## src/rtl/pim_bitserial_pkg.sv

```systemverilog
// Shared types and helpers for the bit-serial compare/select blocks.
package pim_bitserial_pkg;

  typedef enum logic [1:0] {
    IDLE = 2'd0,
    CMP  = 2'd1,
    DONE = 2'd2
  } state_t;

  // Bit-index counter width for an operand of w bits.
  function automatic int idx_width(input int w);
    return $clog2(w);
  endfunction

endpackage

```

## src/rtl/cmp_bit_step.sv

```systemverilog
// One MSB-first decision cell: the first differing bit fixes the outcome,
// and every later bit passes the earlier decision through unchanged.
module cmp_bit_step (
  input  logic a_bit,
  input  logic b_bit,
  input  logic decided_in,
  input  logic gt_in,
  output logic decided_out,
  output logic gt_out
);

  // Latch the decision on the first difference; A wins iff its bit is the 1.
  always_comb begin
    decided_out = decided_in | (a_bit ^ b_bit);
    gt_out      = decided_in ? gt_in : (a_bit & ~b_bit);
  end

endmodule

```

## src/rtl/max_uint_bitserial.sv

```systemverilog
// Unsigned max of two operands, compared one bit per clock from MSB to LSB.
//
//   state | meaning
//   ------+--------------------------------------------------------------
//   IDLE  | waiting for an operand pair, in_ready=1
//   CMP   | walking idx down from WIDTH-1, one bit per clock
//   DONE  | result presented with out_valid=1 until out_ready
module max_uint_bitserial
  import pim_bitserial_pkg::*;
#(
  parameter int WIDTH      = 64,
  parameter bit EARLY_EXIT = 1'b0
) (
  input  logic             clk,
  input  logic             rst,
  input  logic             in_valid,
  output logic             in_ready,
  input  logic [WIDTH-1:0] A,
  input  logic [WIDTH-1:0] B,
  output logic             out_valid,
  input  logic             out_ready,
  output logic [WIDTH-1:0] Y,
  output logic             gt
);

  localparam int IW = idx_width(WIDTH);

  state_t           state, state_nx;
  logic [WIDTH-1:0] a_r, b_r;
  logic [IW-1:0]    idx;
  logic             decided, gt_r;
  logic             decided_nx, gt_nx;
  logic             decide_now, cmp_exit;

  cmp_bit_step u_step (
    .a_bit       (a_r[idx]),
    .b_bit       (b_r[idx]),
    .decided_in  (decided),
    .gt_in       (gt_r),
    .decided_out (decided_nx),
    .gt_out      (gt_nx)
  );

  // Leave CMP after the LSB, or as soon as the outcome is fixed in early-exit mode.
  always_comb begin
    decide_now = decided_nx & ~decided;
    cmp_exit   = (idx == '0) || (EARLY_EXIT && decide_now);
  end

  // Next-state and handshake outputs.
  always_comb begin
    state_nx  = state;
    in_ready  = 1'b0;
    out_valid = 1'b0;
    case (state)
      IDLE: begin
        in_ready = 1'b1;
        if (in_valid) state_nx = CMP;
      end
      CMP: begin
        if (cmp_exit) state_nx = DONE;
      end
      DONE: begin
        out_valid = 1'b1;
        if (out_ready) state_nx = IDLE;
      end
      default: state_nx = IDLE;
    endcase
  end

  // State register, operand capture, bit-index down-counter and decision flags.
  always_ff @(posedge clk) begin
    if (rst) begin
      state   <= IDLE;
      a_r     <= '0;
      b_r     <= '0;
      idx     <= IW'(WIDTH - 1);
      decided <= 1'b0;
      gt_r    <= 1'b0;
    end else begin
      state <= state_nx;
      case (state)
        IDLE: begin
          if (in_valid) begin
            a_r     <= A;
            b_r     <= B;
            idx     <= IW'(WIDTH - 1);
            decided <= 1'b0;
            gt_r    <= 1'b0;
          end
        end
        CMP: begin
          decided <= decided_nx;
          gt_r    <= gt_nx;
          if (!cmp_exit) idx <= idx - IW'(1);
        end
        default: ;
      endcase
    end
  end

  // Result mux; outputs read zero outside DONE so a discarded result never leaks.
  always_comb begin
    Y  = (state == DONE) ? (gt_r ? a_r : b_r) : '0;
    gt = (state == DONE) & gt_r;
  end

endmodule
```

## config.mk

```make
export PLATFORM = sky130hd
export DESIGN_NAME = max_uint_bitserial
export DESIGN_NICKNAME = d
export VERILOG_FILES = /design/src/rtl/pim_bitserial_pkg.sv /design/src/rtl/cmp_bit_step.sv /design/src/rtl/max_uint_bitserial.sv
export SDC_FILE = /design/constraint.sdc
export NUM_CORES = 1
export LEC_CHECK = 0
export CAP_MARGIN = 5
export CORE_ASPECT_RATIO = 0.8
export CORE_MARGIN = 2
export CORE_UTILIZATION = 52
export CTS_CLUSTER_SIZE = 16
export DETAILED_ROUTE_END_ITERATION = 8
export PLACE_DENSITY = 0.85
export SLEW_MARGIN = 20
export SYNTH_ARGS = -nofsm -noshare
export SYNTH_HDL_FRONTEND = slang
export SYNTH_SLANG_ARGS = --single-unit
```

## constraint.sdc

```tcl
create_clock -name clk -period 4.6 [get_ports clk]
set_clock_uncertainty 0.2 [all_clocks]
set_input_delay 0.92 -clock clk [delete_from_list [all_inputs] [get_ports clk]]
set_output_delay 0.92 -clock clk [all_outputs]
set_load 0.02 [all_outputs]
```

Word-level counts from Yosys, hierarchy flattened. Cells that the tools add are included.

$add $sub $neg: 1. Order comparisons: 1. Equal/unequal tests: 7. Multiplexer cells: 19. Bitwise gates (word level): 5. Reduce and logical (&&, ||, !) cells: 8.

Operator list (count): $mux 64 (2); $bmux 1 s6 (2); $mux 6 (2); $pmux 6 s2 (1); $ne 2x2->1 const B (5); $reduce_and 3->1 (3); $lt 6x7->1 const B (1); $logic_not 6->1 (1); $mux 1 (6); $mux 2 (3); $pmux 2 s3 (1); $sub 6x1->6 const B (1); $pmux 1 s2 (2); $reduce_and 2->1 (2); $and 1x1->1 (2); $eq 2x1->1 const B (1); $eq 2x2->1 const B (1); $logic_not 2->1 (1); $reduce_bool 2->1 (1); $not 1->1 (1); $or 1x1->1 (1); $xor 1x1->1 (1).

Register bits after elaboration: 138. Bits of input ports: 132. Output and inout port bits: 67.

Longest topological paths before layout. Gate-level depths: netlist (run 1).

Depth in word-level cells: 6. Depth in mapped cells: 11.

Modules after synthesis. A second synthesis (run 1) with hierarchy kept.

Cell total of the unflattened synthesis: 852. Area total of the unflattened synthesis: 6922.9 µm².

Modules (own cells, without submodules): max_uint_bitserial (instances 1, cells an instance 848, area each 6885.4 µm²); cmp_bit_step (instances 1, cells an instance 4, area each 37.5 µm²).

Worst setup path before layout (run 1). Ideal clock, no wire load.

Path kind: reg2out. Start: register gt_r. End: output Y[25]. Arrival: 1.487 ns. Path slack: 1.993 ns. Cell stages (with the launch flop): 6. Buffers on the path: 3. Cell sequence: dfxtp_1 > clkbuf_1 > clkbuf_1 > buf_2 > mux2i_1 > nor2_1.

Longest elaborated chain between the ends: 2.

RTL lines: start: declaration (RTL line max_uint_bitserial.sv:31) `logic decided, gt_r;`; start signal: assignment (RTL line max_uint_bitserial.sv:94) `gt_r <= gt_nx;`; $mux 64 (2 in a row) (RTL line max_uint_bitserial.sv:104) `Y = (state == DONE) ? (gt_r ? a_r : b_r) : '0;`; end: declaration (RTL line max_uint_bitserial.sv:22) `output logic [WIDTH-1:0] Y,`.

No other way between the ends.

Final worst setup path (run 1).
Start: register gt_r. End: output Y[24].

The elaborated chain is that of the path after synthesis.

==> results.tsv, run 1 <==
stage	metric	value	unit
sta	worstMarginPinSlew	1.00	ns
sta	period_share	79.6	%
min_path	whs_path_depth	2	
route	detail-route-antenna-nets	0	
worst_setup_path	slowest_delay	0.84	ns
sta	fin_setup_tns	0	ns
worst_setup_path	r2r_slack	1.37	ns
status	status	completed	
cts	clk_latency	0.41	ns
die	initial_utilization	53.2	%
sta	max_slew_margin	33.1	%
power	switchingPower	0.773	mW
synth	synth_top_cells_by_area	dfxtp_1 40%, nand2_1 15%, mux2i_1 10%	
layout	nets	1137	
sta	finalCriticalPeriod	3.66	ns
worst_setup_path	reg2reg_from	idx[0]$_SDFFE_PP1P_	
die	chipWidth	132	µm
synth	syn_area	6850	µm²
worst_setup_path	startpoint	gt_r$_SDFFE_PP0P_	
synth	synth.avg_cell_area	8.10	µm²
die	core	12900	µm²
cts	numCtsBuffers	17	
worst_setup_path	ff2ff_path_depth	6	
die	ios	199	
die	die_h	107	µm
cts	cts_setup_buffers	0	
placed_design	dp_hpwl	13400	µm
synth	synth_nets	981	
route	drt_wl_total	19800	µm
worst_setup_path	startpoint_type	flip-flop	
layout	area_delta_synth_final	38.0	%
sta	setup_slack	0.938	ns
global_route	overflow	0	
worst_setup_path	critPathRequiredTime	3.48	ns
route	drc_errors	0	
worst_setup_path	cp_cell_sequence	buf_4 > mux2i_1 > nor2_1 > clkdlybuf4s50_1	
cts	htreeDepth	4	
min_path	whs_endpoint	b_r[36]$_SDFFE_PP0P_	
cts	cts_tree	yes	
route	wl_per_cell	16.7	µm
sta	finalSetupViolations	0	
worst_setup_path	slowest_stage	dfxtp_4	
layout	diodes	0	
route	drt-pass1-iter-count	5	
synth	synth_area_leader_cell	dfxtp_1	
synth	synthFlopType	dfxtp_1	
power	combinationalPowerShare	12.5	%
worst_setup_path	endpoint_kind	output port	
cts	cts.repair.resized	0	
synth	ys_types	43	
worst_setup_path	critical_path_class	reg -> out	
synth	yosysWarnings	0	
global_route	first_global_vias	6206	
power	power_frac_seq	43.3	%
cts	cts_hold_buffers	0	
power	powerDensity	326	nW/µm²
sta	hold_viol_final	0	
die	std_cell_rows	37	
sta	finalMaxSlewViolations	0	
placed_design	dp_slack	1.37	ns
min_path	min_path_type	reg -> reg	
cts	root_buffer	clkbuf_16	
power	peakVddDrop	0.278	mV
cts	cts_buffer_depth	2	
placed_design	portBuffers	198	
sta	grt_setup_unrepaired	no	
placed_design	gp_congestion	0.878	
synth	yosys_register_bits	138	
route	drt-initial-drc-count	510	
cts	cts.reportedPaths.clkPinSlew	0.06	ns
synth	synthCells	846	
power	p_int	2.31	mW
power	p_leak	3.31	nW
power	switching_share	25.1	%
synth	yosysSeqAreaShare	40.3	%
synth	synth_edf_count	0	
synth	yosysMostFrequentCell	nand2_1	
die	die_area	14100	µm²
global_route	grt_first_pass_wirelength	31800	µm
layout	drive_above_1_share	8.28	%
cts	cts.sinks	138	
synth	yosysTopAreaCellShare	40.3	%
worst_setup_path	timing.rr.end	idx[5]$_SDFFE_PP1P_	
route	via_per_inst	5.50	
worst_setup_path	cp.arrival	2.54	ns
synth	synthTopCellsByCount	270 x nand2_1, 138 x dfxtp_1, 131 x a21oi_1, 74 x nor2_1, 69 x mux2i_1	
sta	fmax	273	MHz
synth	synth_async_sr_flop_share	0	%
route	num_vias	6540	
global_route	antenna_found_initial	0	
job	drv_cap	0	
global_route	grt_max_degree	92	
worst_setup_path	critPathMaxFanout	42	
power	clockPowerShare	44.2	%
min_path	hold_path.startpoint	b_r[36]$_SDFFE_PP0P_	
layout	fillers	1008	
global_route	grtUsageTotal	28.2	%
## power groups by stage
stage               Combinational (mW)  Sequential [mW]  Clock [mW]
floorplan                        0.237             1.32           0
global placement                 0.375             1.36           0
detailed placement               0.381             1.36           0
CTS                              0.385             1.33        1.37
global route                     0.419             1.34        1.42
finish                           0.385             1.33        1.36
## layout make-up
type,instances,area [µm²],area share [%]
clock inverters,12,140,1.48
repair buffers,209,2070,21.9
well taps,175,219,2.32
inverters,5,18.8,0.199
multi-input cells,631,3780,40.0
flip-flops and latches,138,2770,29.3
clock buffers,19,453,4.79
## worst max path at each step
stage	end	slack (ns)	cells past startpoint
finish	Y[24]	0.94	4
global route	Y[25]	0.77	4
CTS	Y[34]	0.92	4
detailed placement	Y[34]	1.37	4
global placement	Y[20]	1.44	4
floorplan	Y[25]	1.99	5
## metrics by stage
step	power (mW)	instance area (µm²)	cells	hold WS, ns	util [%]
final	3.08	9450	1189	0.267	73.4
after global routing	3.19	9450	1189	0.285	73.4
after CTS	3.09	9450	1189	0.268	73.4
after detailed placement	1.74	8860	1158	0.260	68.8
after global placement	1.73	8860	1158	0.247	68.8
after floorplan	1.56	6850	846	0.241	-
## layout by cell type, fill, tap and decap left out, types with 4 or more instances in the layout
cell type        synthesis  layout
nor3_1                   5       5
nand2_1                270     269
mux4_2                  30      30
nand3_1                  5       5
buf_4                    1      11
a21oi_1                131     131
clkdlybuf4s50_1          0     197
mux2i_1                 69      69
dfxtp_1                138     135
clkbuf_16                0      17
nor2_1                  74      74
inv_1                    4       4
mux2_2                   4       4
## worst max-delay path: cells and delay by family (launching register included)
family	cells	cell delay (ns)
AND/OR/NAND/NOR	1	0.12
multiplexers	1	0.13
buffers and inverters	2	1.02
flip-flops	1	0.84
## logic make-up (layout without fill, tap and decap cells)
| family | Yosys count | after routing | share of synthesized area (%) |
|---|---|---|---|
| multiplexers | 105 | 105 | 21.4 |
| XOR/XNOR | 3 | 3 | 0.384 |
| AND/OR/NAND/NOR | 372 | 372 | 21.4 |
| buffers and inverters | 77 | 245 | 4.71 |
| AO/OA/AOI/OAI | 148 | 148 | 11.3 |
| flip-flops | 138 | 138 | 40.3 |
| adder cells (fa/ha/maj) | 3 | 3 | 0.548 |
## sequential cells by signal, summed over array words and instances, names as in the netlist
signal	cells
b_r	64
decided	1
a_r	64
gt_r	1
idx	6
state	2
## metal layers
| layer | vias to the layer above | wire length, µm | track usage, % |
|---|---|---|---|
| li1 | 3169 | - | - |
| met1 | 3094 | 8710 | 38.0 |
| met2 | 258 | 9420 | 46.0 |
| met5 | - | 0 | 0 |
| met3 | 19 | 1500 | 7.14 |
| met4 | 0 | 200 | 6.37 |
Note: power is estimated with default switching activity, not from simulation.
==> run 2: changes to the inputs <==
CORE_UTILIZATION = 43   (was 52)
PLACE_DENSITY = 0.74   (was 0.85)
clock period = 3.1 ns   (was 4.6 ns; I/O delays follow)
==> results.tsv, run 2 (synthesis gave the netlist of run 1 again) <==
stage	metric	value	unit
status	status	completed	
worst_setup_path	critPathMaxFanout	17	
global_route	grt_max_degree	64	
layout	area_delta_synth_final	40.4	%
layout	diodes	0	
worst_setup_path	ff2ff_path_depth	9	
global_route	overflow	0	
route	num_vias	6524	
die	die_area	17000	µm²
route	drt-initial-drc-count	418	
cts	cts.reportedPaths.clkPinSlew	0.06	ns
power	powerDensity	461	nW/µm²
cts	cts_buffer_depth	2	
cts	root_buffer	clkbuf_16	
route	detail-route-antenna-nets	0	
worst_setup_path	timing.rr.end	decided$_SDFFE_PP0P_	
worst_setup_path	r2r_slack	0.20	ns
die	core	15700	µm²
cts	numCtsBuffers	17	
placed_design	placed_cells	1207	
min_path	hold_path.startpoint	a_r[27]$_SDFFE_PP0P_	
sta	max_slew_margin	60.8	%
sta	period_share	95.5	%
route	via_per_inst	5.27	
sta	worstMarginPinSlew	0.573	ns
worst_setup_path	reg2reg_from	idx[0]$_SDFFE_PP1P_	
sta	grt_setup_unrepaired	no	
layout	nets	1146	
layout	layout_common_cells	269 x nand2_1, 197 x clkdlybuf4s50_1, 135 x dfxtp_1	
power	p_leak	3.35	nW
layout	fin_cells	1239	
sta	finalSetupViolations	0	
route	wl_per_cell	16.6	µm
cts	cts_tree	yes	
job	drv_cap	0	
worst_setup_path	critical_path_class	reg -> out	
placed_design	dp_hpwl	14700	µm
placed_design	portBuffers	198	
global_route	grtUsageTotal	24.1	%
sta	fin_setup_tns	0	ns
die	std_cell_rows	41	
die	ios	199	
layout	fillers	1374	
min_path	whs_endpoint	a_r[27]$_SDFFE_PP0P_	
worst_setup_path	startpoint_type	flip-flop	
worst_setup_path	critPathRequiredTime	2.28	ns
route	drt-pass1-iter-count	5	
layout	reg_top3	a_r (64), b_r (64), idx (6)	
worst_setup_path	endpoint_kind	output port	
sta	hold_viol_final	0	
die	initial_utilization	43.6	%
global_route	first_global_vias	6222	
die	die_h	117	µm
placed_design	gp_congestion	0.895	
sta	finalCriticalPeriod	2.96	ns
worst_setup_path	cp.arrival	2.14	ns
min_path	whs_path_depth	2	
sta	finalMaxSlewViolations	0	
power	p_total	4.43	mW
route	drc_errors	0	
cts	cts.sinks	138	
cts	htreeDepth	4	
power	peakVddDrop	0.391	mV
global_route	grt_first_pass_wirelength	32600	µm
layout	drive_above_1_share	9.08	%
min_path	min_path_type	reg -> reg	
sta	fmax	338	MHz
route	drt_wl_total	20600	µm
layout	final_common_cell	nand2_1	
cts	clk_latency	0.42	ns
die	chipWidth	145	µm
cts	cts_hold_buffers	0	
global_route	antenna_found_initial	0	
[run 2: cell types whose count changed in the layout (fill, tap and decap cells not counted), sizes merged]
| cell | delta |
|---|---|
| clkinvlp | +4 |
| clkinv | -2 |
| buf | +9 |
| inv | +1 |
| bufinv | -2 |
[run 2: where the power goes]
part	internal, mW	total [mW]	leakage, nW	switching, mW
sequential	1.87	1.98	1.13	0.102
combinational	0.334	0.601	1.97	0.267
clock	1.05	1.85	0.245	0.807
total	3.25	4.43	3.35	1.18
[run 2: stage by stage]
stage | util (%) | cell area, µm² | hold slack [ns] | worst slack, ns
floorplan | - | 6850 | 0.241 | 0.618
global placement | 57.8 | 9080 | 0.254 | 0.315
detailed placement | 57.8 | 9080 | 0.261 | 0.218
CTS | 61.2 | 9610 | 0.270 | 0.0500
global route | 61.3 | 9620 | 0.289 | 0.0435
finish | 61.3 | 9620 | 0.269 | 0.139
[run 2: what timing repair did]
item                       in CTS  in global routing
buffers inserted                0                  0
setup endpoints to repair       0                 18
hold endpoints to repair        0                  0
gates resized for setup         0                  1
[run 2: layout make-up]
cell class / instances / area (µm²) / share of cell area [%]
multi-input cells: 631 / 3780 / 39.3
flip-flops and latches: 138 / 2770 / 28.8
repair buffers: 218 / 2240 / 23.3
clock buffers: 19 / 443 / 4.60
well taps: 215 / 269 / 2.80
clock inverters: 13 / 95.1 / 0.989
inverters: 5 / 18.8 / 0.195
[run 2: worst max-delay path by stage]
stage                          start                    to  slack [ns]  depth (start not counted)
3_5_place_dp     idx[0]$_SDFFE_PP1P_  decided$_SDFFE_PP0P_        0.22                          9
4_1_cts        state[0]$_SDFFE_PP0P_                 Y[35]        0.05                          4
3_3_place_gp     idx[0]$_SDFFE_PP1P_  decided$_SDFFE_PP0P_        0.32                          9
5_1_grt          idx[0]$_SDFFE_PP1P_  decided$_SDFFE_PP0P_        0.04                          9
2_1_floorplan    idx[1]$_SDFFE_PP1P_  decided$_SDFFE_PP0P_        0.62                         10
6_report           gt_r$_SDFFE_PP0P_                 Y[51]        0.14                          4
[run 2: layer usage]
metal | wire (µm) | track usage [%]
met5 | 0 | 0
met4 | 240 | 6.34
met1 | 9050 | 32.6
met2 | 9440 | 39.0
met3 | 1880 | 6.32
[run 2: critical path, cell delays in order, from the launching register on]
cell and delay (ns):
dfxtp_4 0.57, buf_12 0.23, mux2i_1 0.31, nor2_1 0.07, clkdlybuf4s50_1 0.54
==> run 3: changes to the inputs <==
CELL_PAD_IN_SITES_DETAIL_PLACEMENT = 1   (was not set)
CELL_PAD_IN_SITES_GLOBAL_PLACEMENT = 2   (was not set)
CORE_UTILIZATION = 24   (was 43)
PLACE_DENSITY = 0.73   (was 0.74)
==> results.tsv, run 3 (synthesis gave the netlist of run 1 again) <==
stage	metric	value	unit
power	peakVddDrop	0.382	mV
die	core	28100	µm²
route	detail-route-antenna-nets	0	
sta	grt_setup_unrepaired	no	
worst_setup_path	endpoint_kind	output port	
worst_setup_path	slowest_delay	0.53	ns
worst_setup_path	cp.arrival	2.12	ns
worst_setup_path	critical_path_class	reg -> out	
layout	fillers	3262	
sta	worstMarginPinSlew	0.588	ns
sta	period_share	95.0	%
placed_design	portBuffers	198	
sta	fmax	340	MHz
die	chipWidth	193	µm
sta	finalMaxSlewViolations	0	
layout	drive_above_1_share	9.96	%
route	drc_errors	0	
power	p_leak	3.48	nW
worst_setup_path	slowest_stage	clkdlybuf4s50_1	
cts	cts.reportedPaths.clkPinSlew	0.06	ns
status	status	completed	
die	die_h	155	µm
cts	cts_hold_buffers	0	
global_route	antenna_found_initial	0	
min_path	min_path_type	reg -> reg	
die	ios	199	
sta	fin_setup_tns	0	ns
placed_design	gp_congestion	0.790	
job	drv_cap	0	
layout	reg_top3	a_r (64), b_r (64), idx (6)	
die	initial_utilization	24.3	%
route	drt_wl_total	26200	µm
worst_setup_path	cp_top_family	buffers and inverters	
route	via_per_inst	4.68	
global_route	first_global_vias	6733	
sta	finalSetupViolations	0	
route	drt-initial-drc-count	351	
cts	cts_setup_buffers	0	
layout	area_delta_synth_final	46.0	%
cts	root_buffer	clkbuf_16	
cts	htreeDepth	4	
die	std_cell_rows	55	
sta	hold-worst-slack	0.273	ns
layout	final_util	35.5	%
layout	layout_common_cells	269 x nand2_1, 197 x clkdlybuf4s50_1, 135 x dfxtp_1	
worst_setup_path	startpoint_type	flip-flop	
layout	final_common_cell	nand2_1	
worst_setup_path	critPathMaxFanout	66	
sta	finalCriticalPeriod	2.94	ns
placed_design	placed_cells	1366	
sta	hold_viol_final	0	
cts	cts.sinks	138	
worst_setup_path	critPathRequiredTime	2.28	ns
route	drt-pass1-iter-count	4	
cts	cts.repair.resized	0	
cts	cts_tree	yes	
global_route	grt_max_degree	67	
worst_setup_path	cp_cell_sequence	nand2b_2 > buf_12 > inv_1 > and2_1 > clkdlybuf4s50_1	
route	wl_per_cell	18.7	µm
cts	cts_buffer_depth	2	
global_route	grtUsageTotal	17.6	%
sta	max_slew_margin	60.8	%
placed_design	dp_hpwl	19200	µm
layout	fin_cells	1404	
layout	nets	1156	
global_route	overflow	0	
layout	diodes	0	
global_route	grt_first_pass_wirelength	39900	µm
cts	numCtsBuffers	17	
cts	clk_latency	0.42	ns
power	powerDensity	500	nW/µm²
route	num_vias	6572	
worst_setup_path	path_buf_inv	3	
die	die_area	29900	µm²
[run 3: tightest hold or removal path, delay by kind of cell, from the launching register on]
| family | cells | cell delay (ns) |
|---|---|---|
| DFF | 1 | 0.32 |
| and+or+nand+nor | 1 | 0.06 |
| AOI/OAI and AO/OA | 1 | 0.05 |
[run 3: cell type report]
type,instances,area [µm²],area share (%)
Timing Repair Buffer,228,2290,22.9
Inverter,5,18.8,0.188
Tap cell,370,463,4.63
Clock inverter,11,214,2.14
Multi-Input combinational cell,631,3780,37.8
Sequential cell,138,2770,27.7
Clock buffer,21,470,4.70
[run 3: through the flow]
stage	worst slack [ns]	power (mW)	area, µm²
after floorplan	0.618	2.31	6850
after global placement	0.488	2.65	9280
after detailed placement	0.431	2.66	9280
after CTS	0.0599	5.07	9960
after global routing	0.0257	5.21	10000
final	0.155	5.00	10000
[run 3: routing by layer]
layer / share of wire (%) / vias up / track usage (%)
met5: 0 / - / 0
met3: 6.0 / 15 / 3.93
met4: 0.82 / 0 / 4.33
met2: 43 / 179 / 25.9
li1: - / 3208 / -
met1: 50 / 3170 / 25.8
[run 3: power breakdown]
| group | internal, mW | switching (mW) | total [mW] |
|---|---|---|---|
| Clock | 1.57 | 0.814 | 2.39 |
| Combinational | 0.340 | 0.299 | 0.640 |
| Sequential | 1.87 | 0.0991 | 1.97 |
| Total | 3.79 | 1.21 | 5.00 |
[run 3: final timing paths]
kind	slack, ns	to	start	cells past startpoint
max	0.16	gt	state[0]$_SDFFE_PP0P_	5
min	0.27	a_r[10]$_SDFFE_PP0P_	a_r[10]$_SDFFE_PP0P_	2
max reg2reg	0.45	decided$_SDFFE_PP0P_	idx[0]$_SDFFE_PP1P_	9
min reg2reg	0.27	a_r[10]$_SDFFE_PP0P_	a_r[10]$_SDFFE_PP0P_	2
